$ cat src/rtl/clock_phase_tracker_if.sv
// Divided-clock input and recovered phase/lock outputs of clock_phase_tracker.
// master drives the divided clock and observes the strobes; slave is the tracker.
interface clock_phase_tracker_if #(
  parameter int PERIOD_W = 8
);
  logic                i_clk_div;
  logic                o_rise;
  logic                o_fall;
  logic [PERIOD_W-1:0] o_phase;
  logic [PERIOD_W-1:0] o_period;
  logic                o_locked;
  logic                o_pre_rise;
  logic                o_error;

  modport master (
    output i_clk_div,
    input  o_rise, o_fall, o_phase, o_period, o_locked, o_pre_rise, o_error
  );

  modport slave (
    input  i_clk_div,
    output o_rise, o_fall, o_phase, o_period, o_locked, o_pre_rise, o_error
  );
endinterface

$ cat src/rtl/clock_phase_tracker.sv
// Tracks a divided clock in the master domain: edge strobes, period measurement, lock, rise prediction.
// Strobes appear the cycle after edge k+SYNC_STAGES for a transition first sampled at edge k.
module clock_phase_tracker #(
  parameter int SYNC_STAGES = 2,
  parameter int PERIOD_W    = 8,
  parameter int LOCK_COUNT  = 3
) (
  input  logic                  i_clk,
  input  logic                  i_reset,
  clock_phase_tracker_if.slave  bus
);
  localparam int MW = (LOCK_COUNT < 1) ? 1 : $clog2(LOCK_COUNT + 1);

  typedef enum logic [1:0] {
    ST_IDLE    = 2'd0,
    ST_MEASURE = 2'd1,
    ST_LOCKED  = 2'd2
  } state_t;

  logic [SYNC_STAGES-1:0] sync_q;
  logic                   s_dly_q;
  state_t                 state_q, state_d;
  logic [PERIOD_W-1:0]    phase_q, phase_d;
  logic [PERIOD_W-1:0]    period_q, period_d;
  logic [MW-1:0]          match_q, match_d;
  logic                   rise_q, fall_q, locked_q, pre_rise_q, error_q;
  logic                   error_d, pre_rise_d;
  logic                   s, rise_det, fall_det, phase_sat;
  logic [PERIOD_W-1:0]    meas_p;

  always_comb begin
    s         = sync_q[SYNC_STAGES-1];
    rise_det  = s & ~s_dly_q;
    fall_det  = ~s & s_dly_q;
    phase_sat = &phase_q;
    meas_p    = phase_q + 1'b1;

    state_d  = state_q;
    period_d = period_q;
    match_d  = match_q;
    error_d  = 1'b0;

    if (rise_det)       phase_d = '0;
    else if (phase_sat) phase_d = phase_q;
    else                phase_d = phase_q + 1'b1;

    case (state_q)
      ST_IDLE: begin
        if (rise_det) state_d = ST_MEASURE;
      end
      ST_MEASURE: begin
        if (rise_det) begin
          if (meas_p == period_q) begin
            match_d = match_q + 1'b1;
          end else begin
            period_d = meas_p;
            match_d  = MW'(1);
          end
          if (match_d == MW'(LOCK_COUNT)) state_d = ST_LOCKED;
        end else if (phase_sat) begin
          state_d  = ST_IDLE;
          period_d = '0;
          match_d  = '0;
          error_d  = 1'b1;
        end
      end
      ST_LOCKED: begin
        if (rise_det) begin
          if (meas_p != period_q) begin
            period_d = meas_p;
            match_d  = MW'(1);
            state_d  = ST_MEASURE;
            error_d  = 1'b1;
          end
        end else if (phase_sat) begin
          state_d  = ST_IDLE;
          period_d = '0;
          match_d  = '0;
          error_d  = 1'b1;
        end
      end
      default: state_d = ST_IDLE;
    endcase

    // Built from next-state values so the flag lines up with the phase it predicts.
    pre_rise_d = (state_d == ST_LOCKED) && (phase_d == period_d - 1'b1);
  end

  always_ff @(posedge i_clk) begin
    if (i_reset) begin
      sync_q     <= '0;
      s_dly_q    <= 1'b0;
      state_q    <= ST_IDLE;
      phase_q    <= '0;
      period_q   <= '0;
      match_q    <= '0;
      rise_q     <= 1'b0;
      fall_q     <= 1'b0;
      locked_q   <= 1'b0;
      pre_rise_q <= 1'b0;
      error_q    <= 1'b0;
    end else begin
      sync_q     <= {sync_q[SYNC_STAGES-2:0], bus.i_clk_div};
      s_dly_q    <= s;
      state_q    <= state_d;
      phase_q    <= phase_d;
      period_q   <= period_d;
      match_q    <= match_d;
      rise_q     <= rise_det;
      fall_q     <= fall_det;
      locked_q   <= (state_d == ST_LOCKED);
      pre_rise_q <= pre_rise_d;
      error_q    <= error_d;
    end
  end

  assign bus.o_rise     = rise_q;
  assign bus.o_fall     = fall_q;
  assign bus.o_phase    = phase_q;
  assign bus.o_period   = period_q;
  assign bus.o_locked   = locked_q;
  assign bus.o_pre_rise = pre_rise_q;
  assign bus.o_error    = error_q;
endmodule

$ cat src/flat_wrapper.sv
// flat-port wrapper written by rule: the top's interface ports become plain ports
module clock_phase_tracker_flat 
#(
  parameter int SYNC_STAGES = 2,
  parameter int PERIOD_W    = 8,
  parameter int LOCK_COUNT  = 3
)
  (i_clk, i_reset, bus_i_clk_div, bus_o_rise, bus_o_fall, bus_o_phase, bus_o_period, bus_o_locked, bus_o_pre_rise, bus_o_error);
  clock_phase_tracker_if #(.PERIOD_W(PERIOD_W)) bus_i ();
  input  logic i_clk;
  input  logic i_reset;
  input wire logic [$bits(bus_i.i_clk_div)-1:0] bus_i_clk_div;
  output wire logic [$bits(bus_i.o_rise)-1:0] bus_o_rise;
  output wire logic [$bits(bus_i.o_fall)-1:0] bus_o_fall;
  output wire logic [$bits(bus_i.o_phase)-1:0] bus_o_phase;
  output wire logic [$bits(bus_i.o_period)-1:0] bus_o_period;
  output wire logic [$bits(bus_i.o_locked)-1:0] bus_o_locked;
  output wire logic [$bits(bus_i.o_pre_rise)-1:0] bus_o_pre_rise;
  output wire logic [$bits(bus_i.o_error)-1:0] bus_o_error;
  assign bus_i.i_clk_div = bus_i_clk_div;
  assign bus_o_rise = bus_i.o_rise;
  assign bus_o_fall = bus_i.o_fall;
  assign bus_o_phase = bus_i.o_phase;
  assign bus_o_period = bus_i.o_period;
  assign bus_o_locked = bus_i.o_locked;
  assign bus_o_pre_rise = bus_i.o_pre_rise;
  assign bus_o_error = bus_i.o_error;
  clock_phase_tracker #(.SYNC_STAGES(SYNC_STAGES), .PERIOD_W(PERIOD_W), .LOCK_COUNT(LOCK_COUNT)) u_core (.i_clk(i_clk), .i_reset(i_reset), .bus(bus_i));
endmodule
$ cat config.mk
export PLATFORM = sky130hd
export DESIGN_NAME = clock_phase_tracker_flat
export DESIGN_NICKNAME = d
export VERILOG_FILES = /design/src/rtl/clock_phase_tracker_if.sv /design/src/rtl/clock_phase_tracker.sv /design/src/flat_wrapper.sv
export SDC_FILE = /design/constraint.sdc
export NUM_CORES = 1
export LEC_CHECK = 0
export CAP_MARGIN = 25
export CORE_MARGIN = 2
export CORE_UTILIZATION = 56
export DETAILED_ROUTE_END_ITERATION = 16
export HOLD_SLACK_MARGIN = 0.15
export MAX_ROUTING_LAYER = met4
export PLACE_DENSITY = 0.86
export SETUP_SLACK_MARGIN = 0.02
export SLEW_MARGIN = 10
export SYNTH_ARGS = -nofsm -noshare
export SYNTH_HDL_FRONTEND = slang
export SYNTH_SLANG_ARGS = --single-unit
export TNS_END_PERCENT = 1
$ cat constraint.sdc
create_clock -name i_clk -period 4.23 [get_ports i_clk]
set_clock_uncertainty 0.1 [all_clocks]
set_input_delay 0.423 -clock i_clk [delete_from_list [all_inputs] [get_ports i_clk]]
set_output_delay 0.423 -clock i_clk [all_outputs]
set_load 0.05 [all_outputs]
## After elaboration in Yosys (flattened, before gate mapping)

Cells that the tools add are included.

- Bits in registers: 28
- Input port bits: 3
- Logic and storage cells: 59

- Add/sub/neg operators: 3
- Equal/unequal tests: 8
- Multiplexer cells: 28
- Bitwise logic cells: 4
- Reductions and logical operators: 5

Operators by type and width:

| cell | number |
|---|---|
| 2-to-1 mux 8 bit | 7 |
| 2-to-1 mux 2 bit | 13 |
| == test 8 bit | 2 |
| case mux 8 bit (2 select lines) | 1 |
| adder 8 x 1 -> 8 bit (second input constant) | 1 |
| inequality test 8 bit | 1 |
| AND reduction 8 bit | 1 |
| subtractor 8 x 1 -> 8 bit (second input constant) | 1 |
| == test 2 bit (second input constant) | 3 |
| case mux 2 bit (3 select lines) | 1 |
| 2-to-1 mux 1 bit | 4 |
| case mux 2 bit (2 select lines) | 1 |
| inequality test 3 bit (second input constant) | 1 |
| adder 2 x 1 -> 2 bit (second input constant) | 1 |
| AND 1 bit | 2 |
| == test 2 x 1 -> 1 bit (second input constant) | 1 |
| logical NOT 2 bit | 1 |
| NOT 1 bit | 2 |
| case mux 1 bit (2 select lines) | 1 |
| AND reduction 2 bit | 1 |
| nonzero test 2 bit | 1 |
| logical AND 1 bit | 1 |

## Depth between registers and ports, before layout

Gate-level depths: netlist of the first run.

- Depth after elaboration: 11
- Depth in mapped cells: 15

## Worst setup path after synthesis of the first run

No wires, ideal clock.

- Path kind: register to register
- Start: reg u_core.phase_q[0], in the netlist u_core.bus.o_phase[0]
- End: reg u_core.pre_rise_q, in the netlist u_core.bus.o_pre_rise
- Arrival time: 3.581 ns
- Data required time: 4.027 ns
- Setup slack: 0.445 ns
- Stages on the path, launching flop included: 14
- Path through: dfxtp_1 ha_1 and3_2 xnor2_1 and4_4 buf_6 nand4_4 o211ai_4 and2_2 a21oi_1 ha_1 a2111o_1 a211o_1 a2111oi_2

- Word-level cells in the longest chain between the ends: 11
- Elaborated cells between the ends (all ways): 26

RTL lines:

| item | line | text |
|---|---|---|
| from (decl) | clock_phase_tracker.sv:23 | `logic [PERIOD_W-1:0] phase_q, phase_d;` |
| from (signal assigned) | clock_phase_tracker.sv:106 | `phase_q <= phase_d;` |
| branches (longest 10 deep; another with adder 8 x 1 -> 8 bit) | - |  |
| logical AND 1 bit (*) | clock_phase_tracker.sv:86 | `pre_rise_d = (state_d == ST_LOCKED) && (phase_d == period_d - 1'b1);` |
| to (signal assigned) | clock_phase_tracker.sv:112 | `pre_rise_q <= pre_rise_d;` |
| to (decl) | clock_phase_tracker.sv:26 | `logic rise_q, fall_q, locked_q, pre_rise_q, error_q;` |

Mark *: on every way between the ends. The select of a mux whose other input is x is not followed.
A chain may end at the register's enable or synchronous reset.

## Worst setup path in the final report of the first run

Same ends and word-level chain as after synthesis.

==> flow_summary.ini, run 1 <==
[power_and_ir_drop]
comb_power_share = 0.132
p_per_area_nw_per_um2 = 236
ir_worst_vdd_uv = 135
power_frac_seq = 0.484
p_sw_frac = 0.255
p_int_mw = 0.422
clock_power_share = 0.384
total_power_mw = 0.566
p_switching_mw = 0.144
p_leak_nw = 0.884

[sta]
hold_viol = 0
rsz0062_at_grt = no
drv_slew = 0
worstMarginPinSlew_ps = 621
setup_slack_ps = 425
min_period_ps = 3810
final.setup.tns_ps = 0
fmax_mhz = 263
slew_headroom = 0.586
finalSetupViolCount = 0
min_period_over_period = 0.900

[floorplan]
die_w_um = 65.4
core_sq_um = 3630
ios = 24
initial_core_util = 0.582
num_rows = 22
die_y_um = 65.4
die_area_sq_um = 4280

[final_layout]
diodes = 0
final_cell_mix = 28 x nor2_1, 28 x dfxtp_1, 23 x clkdlybuf4s50_1, 17 x nand2_1, 15 x a21oi_1
finalNetCount = 270
nFillCells = 305
final_util = 0.661
area.sequential_sq_um = 561
areaGrowthSynthToFinish_pct = 13.6
drive_gt1_frac = 0.119
multi_input_area_sq_um = 1390

[clock_tree]
clock_latency_ps = 280
cts_buffer_depth = 2
cts-resized-gates = 0
clkSlewWorstSetupHoldPaths_ps = 100
cts_made_buffers = 3
cts_root_buf = clkbuf_8
cts_tree = done
cts_hold_buf = 0
cts_max_level = 1
post_cts_buffers = 0
clkSinkCount = 28

[detailed_routing]
initialDrtViolationCount = 176
vias = 1853
viasPerCell = 6.02
antenna_left = 0
detail_route.wl_per_cell_um = 16.3
routed_wirelength_um = 5010
drt_pre_antenna_iters = 4
drc = 0

[global_route]
grt_pass1_wl_um = 8450
grt_use_total = 0.264
antenna_found_initial = 0
grt_max_degree = 19
grt_pass1_vias = 1716
grt_overflow = 0

[min_path]
hold_depth = 1
hold_class = flop to flop

[synth]
postSynth.asyncResetShare = 0
avgSynthCellArea_sq_um = 8.84
synth-edff-count = 0
ys_warn_count = 0
synthesis.nets = 248
syn_area_sq_um = 2110
syn_inst = 239
synth-seq-cells = 28
synth.distinct_cells = 67
ys.flop_type = dfxtp_1
ys_seq_area_frac = 0.265

[setup_path]
path_buf_inv = 1
critPathSlowestCell = or3_1
end_kind = flop
path_class = flop to flop
crit_path_max_fanout = 10
crit_required_ps = 4320
path_cells = ha_1 > nand3_2 > or3_1 > o21ai_4 > o211ai_4 > and2_2 > a21oi_1 > ha_1 > inv_1 > a221oi_1 > xnor3_1 > nand3_1 > a2111oi_2
path_depth = 13
cp-start-kind = flop
r2r_cells = 13
max_stage_delay_ps = 540
cp_top_family = compound AO/OA/AOI/OAI gates
cp.arrival_ps = 3890
cpMostUsedCell = ha_1

[status]
status = finished clean

[placement]
place_congestion = 0.902
dp_hpwl_um = 3730
io_buffers = 23
pre_cts_ws_ps = 524

[job]
cap_violations = 0
==> flip-flops by register name, indices dropped and copies added, names as in the netlist <==
register               flops
u_core.bus.o_period        8
u_core.bus.o_phase         8
u_core.match_q             2
u_core.state_q             2
u_core.sync_q              2
u_core.bus.o_error         1
u_core.bus.o_fall          1
u_core.bus.o_locked        1
u_core.bus.o_pre_rise      1
u_core.bus.o_rise          1
u_core.s_dly_q             1
==> power groups by stage <==
stage	clock network (mW)	logic (mW)	registers [mW]
after floorplan	0	0.0519	0.288
after global placement	0	0.0738	0.279
after detailed placement	0	0.0741	0.280
after CTS	0.221	0.0746	0.274
after global routing	0.231	0.0821	0.275
final	0.217	0.0748	0.274
==> worst reg2reg max path, cell delays in order (launching register included) <==
cell       delay (ps)
dfxtp_1           500
ha_1              320
nand3_2           150
or3_1             540
o21ai_4           260
o211ai_4          190
and2_2            280
a21oi_1           170
ha_1              260
inv_1              60
a221oi_1          280
xnor3_1           270
nand3_1            80
a2111oi_2         260
==> final cells by class <==
class,instances,share of cell area
Sequential cell,28,0.233
Clock inverter,1,0.0125
Tap cell,48,0.0250
Inverter,11,0.0172
Clock buffer,3,0.0172
Timing Repair Buffer,29,0.115
Multi-Input combinational cell,188,0.580
==> cells in the mapped netlist, types with 2 or more instances <==
master / count / share of area
a41oi_1: 4 / 0.017
clkbuf_1: 3 / 0.0053
nor3_1: 7 / 0.017
nor2_1: 28 / 0.050
a22oi_1: 2 / 0.0071
xnor2_1: 12 / 0.050
nand2_1: 17 / 0.030
o21ai_0: 11 / 0.026
or3_1: 3 / 0.0089
inv_1: 11 / 0.020
xor2_1: 6 / 0.025
a31oi_1: 3 / 0.0089
nor2b_1: 8 / 0.024
xnor3_1: 2 / 0.021
nand3_1: 4 / 0.0095
nand2b_1: 5 / 0.015
nor4_1: 2 / 0.0059
clkbuf_8: 4 / 0.026
buf_6: 4 / 0.021
mux2i_1: 2 / 0.0095
a21oi_1: 15 / 0.036
nor3b_1: 3 / 0.011
nand3_2: 2 / 0.0095
a22o_2: 2 / 0.0095
dfxtp_1: 28 / 0.27
ha_1: 6 / 0.036
o21a_1: 2 / 0.0071
o22ai_1: 3 / 0.0089
a211oi_1: 2 / 0.0071
==> through the flow <==
stage                     cell area, sq um  std cells  hold slack [ps]
after global placement                2330        304              317
final                                 2400        308              363
after CTS                             2400        308              365
after detailed placement              2330        304              350
after floorplan                       2110        239              314
after global routing                  2400        308              397
==> layer usage <==
metal	share of wire	wire [um]	GRT usage	vias to the layer above
met5	0	0	-	-
met4	0.030	149	0.0885	0
met3	0.070	351	0.0308	16
met2	0.48	2400	0.443	81
met1	0.42	2110	0.332	855
li1	-	-	-	901
==> final timing paths <==
| check | slack, ps | start | end |
|---|---|---|---|
| worst max register to register | 420 | u_core.bus.o_phase[0] | u_core.bus.o_pre_rise |
| worst min register to register | 360 | u_core.sync_q[0] | u_core.sync_q[1] |
| worst min-delay path | 360 | u_core.sync_q[0] | u_core.sync_q[1] |
| worst max-delay path | 420 | u_core.bus.o_phase[0] | u_core.bus.o_pre_rise |
==> cells by family after synthesis <==
| kind of cell | after synthesis | synth area share |
|---|---|---|
| AO/OA/AOI/OAI | 62 | 0.220 |
| XOR/XNOR | 24 | 0.136 |
| adder cells (fa/ha/maj) | 6 | 0.0355 |
| buffers and inverters | 23 | 0.0758 |
| flip-flops | 28 | 0.265 |
| multiplexers | 3 | 0.0213 |
| AND/OR/NAND/NOR | 93 | 0.246 |
No activity file was read; power rests on OpenSTA's default activity.
==> inputs of run 2 (changes only) <==
- PLACE_DENSITY: 0.86 -> 0.87
==> run 2 against run 1 <==
Net effect: clock-buffer cell count grew 1; sequential share of layout area grew 0.23 points; sequential power is essentially flat; largest power group unchanged.
==> flow_summary.ini, run 2 (synthesis gave the netlist of run 1 again) <==
[clock_tree]
cts_made_buffers = 3
cts_max_level = 1
clkSinkCount = 28
clkSlewWorstSetupHoldPaths_ps = 100
cts_tree = done
cts_buffer_depth = 2
cts-resized-gates = 0
cts_root_buf = clkbuf_8
cts_hold_buf = 0
post_cts_buffers = 0
clock_latency_ps = 280

[sta]
drv_slew = 0
rsz0062_at_grt = no
fmax_mhz = 256
min_period_ps = 3910
setup_slack_ps = 325
finalSetupViolCount = 0
hold_viol = 0
worstMarginPinSlew_ps = 652
final.setup.tns_ps = 0
min_period_over_period = 0.923
slew_headroom = 0.565

[job]
cap_violations = 0

[power_and_ir_drop]
p_per_area_nw_per_um2 = 218
p_leak_nw = 0.871
ir_worst_vdd_uv = 220

[setup_path]
r2r_cells = 13
cp-start-kind = flop
crit_path_max_fanout = 10
cp.arrival_ps = 3990
cpMostUsedCell = ha_1
critPathSlowestCell = or3_1
cp-startpoint = u_core.bus.o_phase[0]
reg2reg_to = u_core.bus.o_pre_rise
max_stage_delay_ps = 570
rr_startpoint = u_core.bus.o_phase[0]
end_kind = flop
path_buf_inv = 1
crit_required_ps = 4320
path_cells = ha_1 > nand3_2 > or3_1 > o21ai_4 > o211ai_4 > and2_2 > a21oi_1 > ha_1 > inv_1 > a221oi_1 > xnor3_1 > nand3_1 > a2111oi_2
path_class = flop to flop
rrSetupSlack_ps = 320
cp_top_family = compound AO/OA/AOI/OAI gates

[floorplan]
die_w_um = 65.4
initial_core_util = 0.582
ios = 24
num_rows = 22
die_area_sq_um = 4280
core_sq_um = 3630
die_y_um = 65.4

[final_layout]
final_cell_mix = 28 x nor2_1, 28 x dfxtp_1, 23 x clkdlybuf4s50_1, 17 x nand2_1, 15 x a21oi_1
drive_gt1_frac = 0.116
final_util = 0.654
diodes = 0
nFillCells = 309
finalNetCount = 269
areaGrowthSynthToFinish_pct = 12.5

[status]
status = finished clean

[detailed_routing]
vias = 1880
routed_wirelength_um = 5130
drt_pre_antenna_iters = 4
initialDrtViolationCount = 204
detail_route.wl_per_cell_um = 16.7
antenna_left = 0
viasPerCell = 6.12
drc = 0

[global_route]
antenna_found_initial = 0
grt_pass1_vias = 1780
grt_use_total = 0.267
grt_pass1_wl_um = 8650
grt_max_degree = 19
grt_overflow = 0

[min_path]
whs_endpoint = u_core.sync_q[1]
hold_class = flop to flop
min_from = u_core.sync_q[0]
hold_depth = 1

[placement]
place_congestion = 0.905
dp_hpwl_um = 3830
io_buffers = 23
pre_cts_ws_ps = 431
## run 2: worst max-delay path by stage
stage                                  to  slack (ps)  cells after the start
finish              u_core.bus.o_pre_rise         320                     13
global route        u_core.bus.o_pre_rise          60                     13
global placement    u_core.bus.o_pre_rise         570                     13
detailed placement  u_core.bus.o_pre_rise         430                     13
CTS                 u_core.bus.o_pre_rise         380                     13
floorplan           u_core.bus.o_pre_rise         450                     13
## run 2: where the power goes
group	total (mW)	internal (mW)	switching [mW]	leakage [nW]
clock	0.170	0.0835	0.0865	0.0288
combinational	0.0754	0.0267	0.0487	0.616
sequential	0.273	0.268	0.00553	0.227
total	0.519	0.378	0.141	0.871
## run 2: stage by stage
step           cell area (sq um)  hold slack [ps]  instances  total power [mW]
6_report                    2380              356        307             0.519
2_1_floorplan               2110              314        239             0.340
5_1_grt                     2380              385        307             0.541
3_5_place_dp                2320              342        303             0.354
3_3_place_gp                2320              322        303             0.353
4_1_cts                     2380              361        307             0.520
## run 2: cell type report
class                           instances  area, sq um  area share
Timing Repair Buffer                   28          268       0.113
Inverter                               11         41.3      0.0174
Tap cell                               48         60.1      0.0253
Multi-Input combinational cell        188         1390       0.586
Sequential cell                        28          561       0.236
Clock buffer                            4         55.1      0.0232
## run 2: per-layer routing
metal	wire, um	GRT usage	part of all wire
met2	2500	0.450	0.49
met1	2240	0.333	0.44
met3	297	0.0445	0.058
met4	95	0.0703	0.019
met5	0	-	0
